**src/rtl/uc_pkg.sv**
```systemverilog
`timescale 1ns/1ps
`default_nettype none
// ============================================================================
// Module  : uc_pkg
// Brief   : State codes and default widths shared by unidade_controle and
//           anything that decodes its db_estado output.
// Revision: 1.0 - initial release
// ============================================================================
package uc_pkg;

  localparam int ESTADO_W_DEF = 4;

  localparam logic [3:0] INICIAL          = 4'd0;
  localparam logic [3:0] PREPARACAO       = 4'd1;
  localparam logic [3:0] INICIO_RODADA    = 4'd2;
  localparam logic [3:0] CARREGA_DADO     = 4'd3;
  localparam logic [3:0] MOSTRA_DADO      = 4'd4;
  localparam logic [3:0] PROXIMO_MOSTRA   = 4'd5;
  localparam logic [3:0] ZERA_LEITURA     = 4'd6;
  localparam logic [3:0] ESPERA_JOGADA    = 4'd7;
  localparam logic [3:0] REGISTRA         = 4'd8;
  localparam logic [3:0] COMPARA          = 4'd9;
  localparam logic [3:0] PROXIMO_ENDERECO = 4'd10;
  localparam logic [3:0] PROXIMA_RODADA   = 4'd11;
  localparam logic [3:0] FIM_ACERTO       = 4'd12;
  localparam logic [3:0] FIM_ERRO         = 4'd13;
  localparam logic [3:0] FIM_TIMEOUT      = 4'd14;

endpackage
`default_nettype wire

```
**src/rtl/unidade_controle.sv**
```systemverilog
`timescale 1ns/1ps
`default_nettype none
// ============================================================================
// Module  : unidade_controle
// Brief   : Moore control FSM driving the fluxo_dados game datapath.
//           Define UC_TIMEOUT_EN to honour the move-wait timeout.
// Revision: 1.0 - initial release
// ============================================================================
module unidade_controle
  import uc_pkg::*;
#(
  parameter int ESTADO_W = ESTADO_W_DEF
) (
  input  logic                clock,
  input  logic                reset,
  input  logic                iniciar,
  input  logic                fimL,
  input  logic                fimTMR,
  input  logic                jogada_feita,
  input  logic                chavesIgualMemoria,
  input  logic                enderecoIgualLimite,
  input  logic                timeout,
  output logic                zeraR,
  output logic                zeraE,
  output logic                zeraL,
  output logic                zeraM,
  output logic                zeraTMR,
  output logic                registraR,
  output logic                registraM,
  output logic                contaE,
  output logic                contaL,
  output logic                contaTMR,
  output logic                pronto,
  output logic                ganhou,
  output logic                perdeu,
  output logic                db_timeout,
  output logic [ESTADO_W-1:0] db_estado
);

  logic [ESTADO_W-1:0] r_estado;
  logic [ESTADO_W-1:0] w_prox;
  logic [3:0]          w_prox_cod;
  logic [3:0]          w_codigo;

`ifndef UC_TIMEOUT_EN
  logic w_unused_timeout;
  assign w_unused_timeout = timeout;
`endif

  // Any code outside the 4-bit map behaves like the unused code 15.
  assign w_codigo = ((r_estado >> 4) == '0) ? r_estado[3:0] : 4'd15;

  always_ff @(posedge clock or negedge reset) begin
    if (!reset) r_estado <= '0;
    else        r_estado <= w_prox;
  end

  always_comb begin
    w_prox_cod = INICIAL;
    case (w_codigo)
      INICIAL:          w_prox_cod = iniciar ? PREPARACAO : INICIAL;
      PREPARACAO:       w_prox_cod = INICIO_RODADA;
      INICIO_RODADA:    w_prox_cod = CARREGA_DADO;
      CARREGA_DADO:     w_prox_cod = MOSTRA_DADO;
      MOSTRA_DADO: begin
        if (fimTMR) w_prox_cod = enderecoIgualLimite ? ZERA_LEITURA : PROXIMO_MOSTRA;
        else        w_prox_cod = MOSTRA_DADO;
      end
      PROXIMO_MOSTRA:   w_prox_cod = CARREGA_DADO;
      ZERA_LEITURA:     w_prox_cod = ESPERA_JOGADA;
      ESPERA_JOGADA: begin
        // A move in the same cycle as the timeout still counts.
        if (jogada_feita)  w_prox_cod = REGISTRA;
`ifdef UC_TIMEOUT_EN
        else if (timeout)  w_prox_cod = FIM_TIMEOUT;
`endif
        else               w_prox_cod = ESPERA_JOGADA;
      end
      REGISTRA:         w_prox_cod = COMPARA;
      COMPARA: begin
        if (!chavesIgualMemoria)              w_prox_cod = FIM_ERRO;
        else if (enderecoIgualLimite && fimL) w_prox_cod = FIM_ACERTO;
        else if (enderecoIgualLimite)         w_prox_cod = PROXIMA_RODADA;
        else                                  w_prox_cod = PROXIMO_ENDERECO;
      end
      PROXIMO_ENDERECO: w_prox_cod = ESPERA_JOGADA;
      PROXIMA_RODADA:   w_prox_cod = INICIO_RODADA;
      FIM_ACERTO:       w_prox_cod = iniciar ? PREPARACAO : FIM_ACERTO;
      FIM_ERRO:         w_prox_cod = iniciar ? PREPARACAO : FIM_ERRO;
`ifdef UC_TIMEOUT_EN
      FIM_TIMEOUT:      w_prox_cod = iniciar ? PREPARACAO : FIM_TIMEOUT;
`endif
      default:          w_prox_cod = INICIAL;
    endcase
  end

  always_comb begin
    w_prox       = '0;
    w_prox[3:0]  = w_prox_cod;
  end

  always_comb begin
    zeraR      = 1'b0;
    zeraE      = 1'b0;
    zeraL      = 1'b0;
    zeraM      = 1'b0;
    zeraTMR    = 1'b0;
    registraR  = 1'b0;
    registraM  = 1'b0;
    contaE     = 1'b0;
    contaL     = 1'b0;
    contaTMR   = 1'b0;
    pronto     = 1'b0;
    ganhou     = 1'b0;
    perdeu     = 1'b0;
    db_timeout = 1'b0;
    case (w_codigo)
      PREPARACAO: begin
        zeraE   = 1'b1;
        zeraL   = 1'b1;
        zeraR   = 1'b1;
        zeraM   = 1'b1;
        zeraTMR = 1'b1;
      end
      INICIO_RODADA: begin
        zeraE   = 1'b1;
        zeraTMR = 1'b1;
      end
      CARREGA_DADO:     registraM = 1'b1;
      MOSTRA_DADO:      contaTMR  = 1'b1;
      PROXIMO_MOSTRA: begin
        contaE  = 1'b1;
        zeraTMR = 1'b1;
      end
      ZERA_LEITURA: begin
        zeraE = 1'b1;
        zeraM = 1'b1;
        zeraR = 1'b1;
      end
      REGISTRA:         registraR = 1'b1;
      PROXIMO_ENDERECO: contaE    = 1'b1;
      PROXIMA_RODADA:   contaL    = 1'b1;
      FIM_ACERTO: begin
        pronto = 1'b1;
        ganhou = 1'b1;
      end
      FIM_ERRO: begin
        pronto = 1'b1;
        perdeu = 1'b1;
      end
`ifdef UC_TIMEOUT_EN
      FIM_TIMEOUT: begin
        pronto     = 1'b1;
        perdeu     = 1'b1;
        db_timeout = 1'b1;
      end
`endif
      default: ;
    endcase
  end

  assign db_estado = r_estado;

endmodule
`default_nettype wire
```
**config.mk**
```make
export PLATFORM = sky130hd
export DESIGN_NAME = unidade_controle
export DESIGN_NICKNAME = d
export VERILOG_FILES = /design/src/rtl/uc_pkg.sv /design/src/rtl/unidade_controle.sv
export SDC_FILE = /design/constraint.sdc
export NUM_CORES = 1
export LEC_CHECK = 0
export CORE_AREA = 8 8 45 47
export CTS_BUF_LIST = sky130_fd_sc_hd__clkbuf_4 sky130_fd_sc_hd__clkbuf_8 sky130_fd_sc_hd__clkbuf_16
export DETAILED_ROUTE_END_ITERATION = 12
export DIE_AREA = 0 0 53 55
export HOLD_SLACK_MARGIN = 0.05
export PLACE_DENSITY = 0.74
export RECOVER_POWER = 25
export SYNTH_ARGS = -nofsm -noshare
export SYNTH_HDL_FRONTEND = slang
export SYNTH_SLANG_ARGS = --single-unit
```
**constraint.sdc**
```tcl
create_clock -name clock -period 3.5 [get_ports clock]
set_clock_uncertainty 0.1 [all_clocks]
set_input_delay 0.7 -clock clock [delete_from_list [all_inputs] [get_ports clock]]
set_output_delay 0.7 -clock clock [all_outputs]
set_load 0.02 [all_outputs]
```
==> impl_metrics.yaml <==
critical_path:
  cp-start-kind: "flop"
  arrival_ns: 2.10
  path_class: "reg -> out"
  worst-endpoint-required_ns: 2.70
  timing.critical_path.to_type: "primary output"
  timing.critical_path.fanout_max: 16
global_routing:
  antenna_found_initial: 0
  grt_first_pass_wirelength_um: 2030
  first_global_vias: 431
  grt-ovfl-total: 0
  grt.total_usage_pct: 8.98
  grt_max_degree: 17
placed_design:
  post-dp-hpwl_um: 1010
  gpl.final_weighted_congestion: 0.840
  pre_cts_ws_ns: 0.905
  port_buffers: 24
  placement.cell_area_um2: 662
sta:
  post-route-period-util_pct: 82.8
  final_period_minus_worst_setup_slack_ns: 2.90
  drv_slew: 0
  setup_viol: 0
  maxClockFrequency_mhz: 345
  holdWs_ns: 0.640
  timing.setup.tns_ns: 0
  postLayoutSetupSlackWorst_ns: 0.603
  unrepaired_setup_endpoints_after_global_routing: "no"
  timing.final.hold_violations: 0
cts:
  cts.reportedPaths.clkPinSlew_ns: 0.04
  cts.repair_timing.setup_buffer_count: 0
  cts.hold.buffers_added: 0
  clock_sinks: 4
  cts-resized-gates: 0
  cts_max_level: 1
  cts_buffer_depth: 2
  tritoncts.num_buffers: 3
  cts_tree: "done"
  clkLatencyLatePin_ns: 0.23
  cell_at_the_root_of_the_clock_tree: "sky130_fd_sc_hd__clkbuf_4"
final_layout:
  num-fill-cells: 149
  final_design_area_no_fill_um2: 682
  areaGrowthSynthToFinish_pct: 51.4
  antenna-diode-count: 0
  largest_reg_flops: 4
  nets: 95
  layout-drive-gt1-share_pct: 7.14
synth:
  synthesis.area_per_instance_um2: 7.04
  synth-edff-count: 0
  ys_types: 28
  yosys_warnings: 0
  ys_ff_latch: 4
  netlist_instances: 64
  commonest_register_cell_after_synthesis: "sky130_fd_sc_hd__dfrtp_1"
  seq_area_frac_synth_pct: 22.2
  synth_fp_nets: 73
  synth_async_sr_flop_share_pct: 100
  syn-cell-area_um2: 450
die:
  io_pins: 27
  die_area_mm2: 0.00292
  die_height_um: 55
  design.core.area_mm2: 0.00138
  floorplan.die.width_um: 53
  floorplan.initialDensity_pct: 32.5
  number_of_cell_rows: 14
detailed_routing:
  routed_via_density: 5.12
  drc_errors: 0
  drt_first_iter_violations: 19
  drt_pass1_iterations: 4
  drt_wl_total_um: 1290
  average_routed_wire_per_standard_cell_um: 12.9
  detail-route-antenna-nets: 0
  detailed_route_via_count: 512
pwr:
  totalPowerFinal_uw: 658
  worst_vdd_drop_v: 0.000604
  power_leakage_uw: 0.000260
  power_per_cell_area_mw_per_mm2: 965
run_status:
  status: "completed"
worst_hold_path:
  timing.hold.worst.class: "in -> async"
flow_run:
  timing.max_cap.violations: 0
-- power by group --
part	total, uW	internal [uW]	leakage, uW	switching (uW)
clock	54.5	38.2	0.0000138	16.4
combinational	459	221	0.000196	238
sequential	145	67.5	0.0000503	77.4
-- cells by family (layout without fill, tap and decap cells) --
kind of cell / Yosys count / count (layout) / synth area share (%)
buffers and inverters: 9 / 29 / 12.5
muxes: 1 / 1 / 2.22
xor gates and xnor gates: 1 / 1 / 1.94
DFF: 4 / 4 / 22.2
other: 1 / 1 / 0.833
AOI/OAI and AO/OA: 14 / 14 / 19.2
and+or+nand+nor: 34 / 34 / 41.1
-- metal layers --
layer,track usage (%),share of wire (%),vias up
li1,-,-,258
met1,11.5,47,233
met2,14.1,45,21
met3,2.94,7.5,0
met4,2.59,0,0
met5,0,0,-
-- cell usage after synthesis (all sizes together) (2+ instances only) --
library cell / number / area, um^2
nor2b: 2 / 12.5
nor3: 6 / 40.0
nand2b: 4 / 27.5
nand3: 4 / 20.0
o21a: 2 / 15.0
nand2: 5 / 18.8
nand4: 2 / 12.5
inv: 2 / 7.51
a21oi: 6 / 30.0
and2: 2 / 12.5
nor2: 7 / 26.3
dfrtp: 4 / 100
o21ai: 3 / 15.0
buf: 6 / 43.8
-- layout by cell type (no fill, tap or decap), drive strengths merged --
cell | netlist | layout
a21oi | 6 | 6
and2 | 2 | 2
and3 | 1 | 1
clkbuf | 1 | 3
clkdlybuf4s50 | 0 | 22
conb | 1 | 1
dfrtp | 4 | 4
dlygate4sd3 | 0 | 2
inv | 2 | 2
mux2i | 1 | 1
nand2 | 5 | 5
nand2b | 4 | 4
nand3 | 4 | 4
nand4 | 2 | 2
nand4b | 1 | 1
nor2 | 7 | 7
nor2b | 2 | 2
nor3 | 6 | 6
o21a | 2 | 2
o21ai | 3 | 3
o21bai | 1 | 1
o22ai | 1 | 1
o32ai | 1 | 1
xnor2 | 1 | 1
-- critical path, cell delays in order (launching register included) --
cell and delay [ns]:
sky130_fd_sc_hd__dfrtp_1 0.62, sky130_fd_sc_hd__nand2b_1 0.27, sky130_fd_sc_hd__nor3_2 0.17, sky130_fd_sc_hd__o21bai_2 0.17, sky130_fd_sc_hd__clkdlybuf4s50_1 0.64
-- path summary, 6_finish.rpt --
check,startpoint,endpoint,slack (ns),depth (start not counted)
worst max-delay path,db_estado[0],zeraR,0.60,4
worst min-delay path,reset,db_estado[0],0.64,1
worst max register to register,db_estado[1],db_estado[1],1.87,4
worst min register to register,db_estado[0],db_estado[3],0.72,2
max in group asynchronous,reset,db_estado[3],2.50,1
min in group clock,db_estado[0],db_estado[3],0.72,2
-- per-stage QoR --
stage	instances	util [%]
3_5_place_dp	97	47.8
5_1_grt	100	49.3
4_1_cts	100	49.5
3_3_place_gp	97	47.8
6_report	100	49.3
2_1_floorplan	64	-
-- final cells by class --
type / count / area (um^2) / area share [%]
tap: 16 / 20.0 / 2.94
timing repair buffer: 24 / 240 / 35.2
clock buffer: 3 / 22.5 / 3.30
inverter: 2 / 7.51 / 1.10
sequential: 4 / 100 / 14.7
multi-input combinational: 51 / 292 / 42.8
Power figures use the tool's default switching activity.
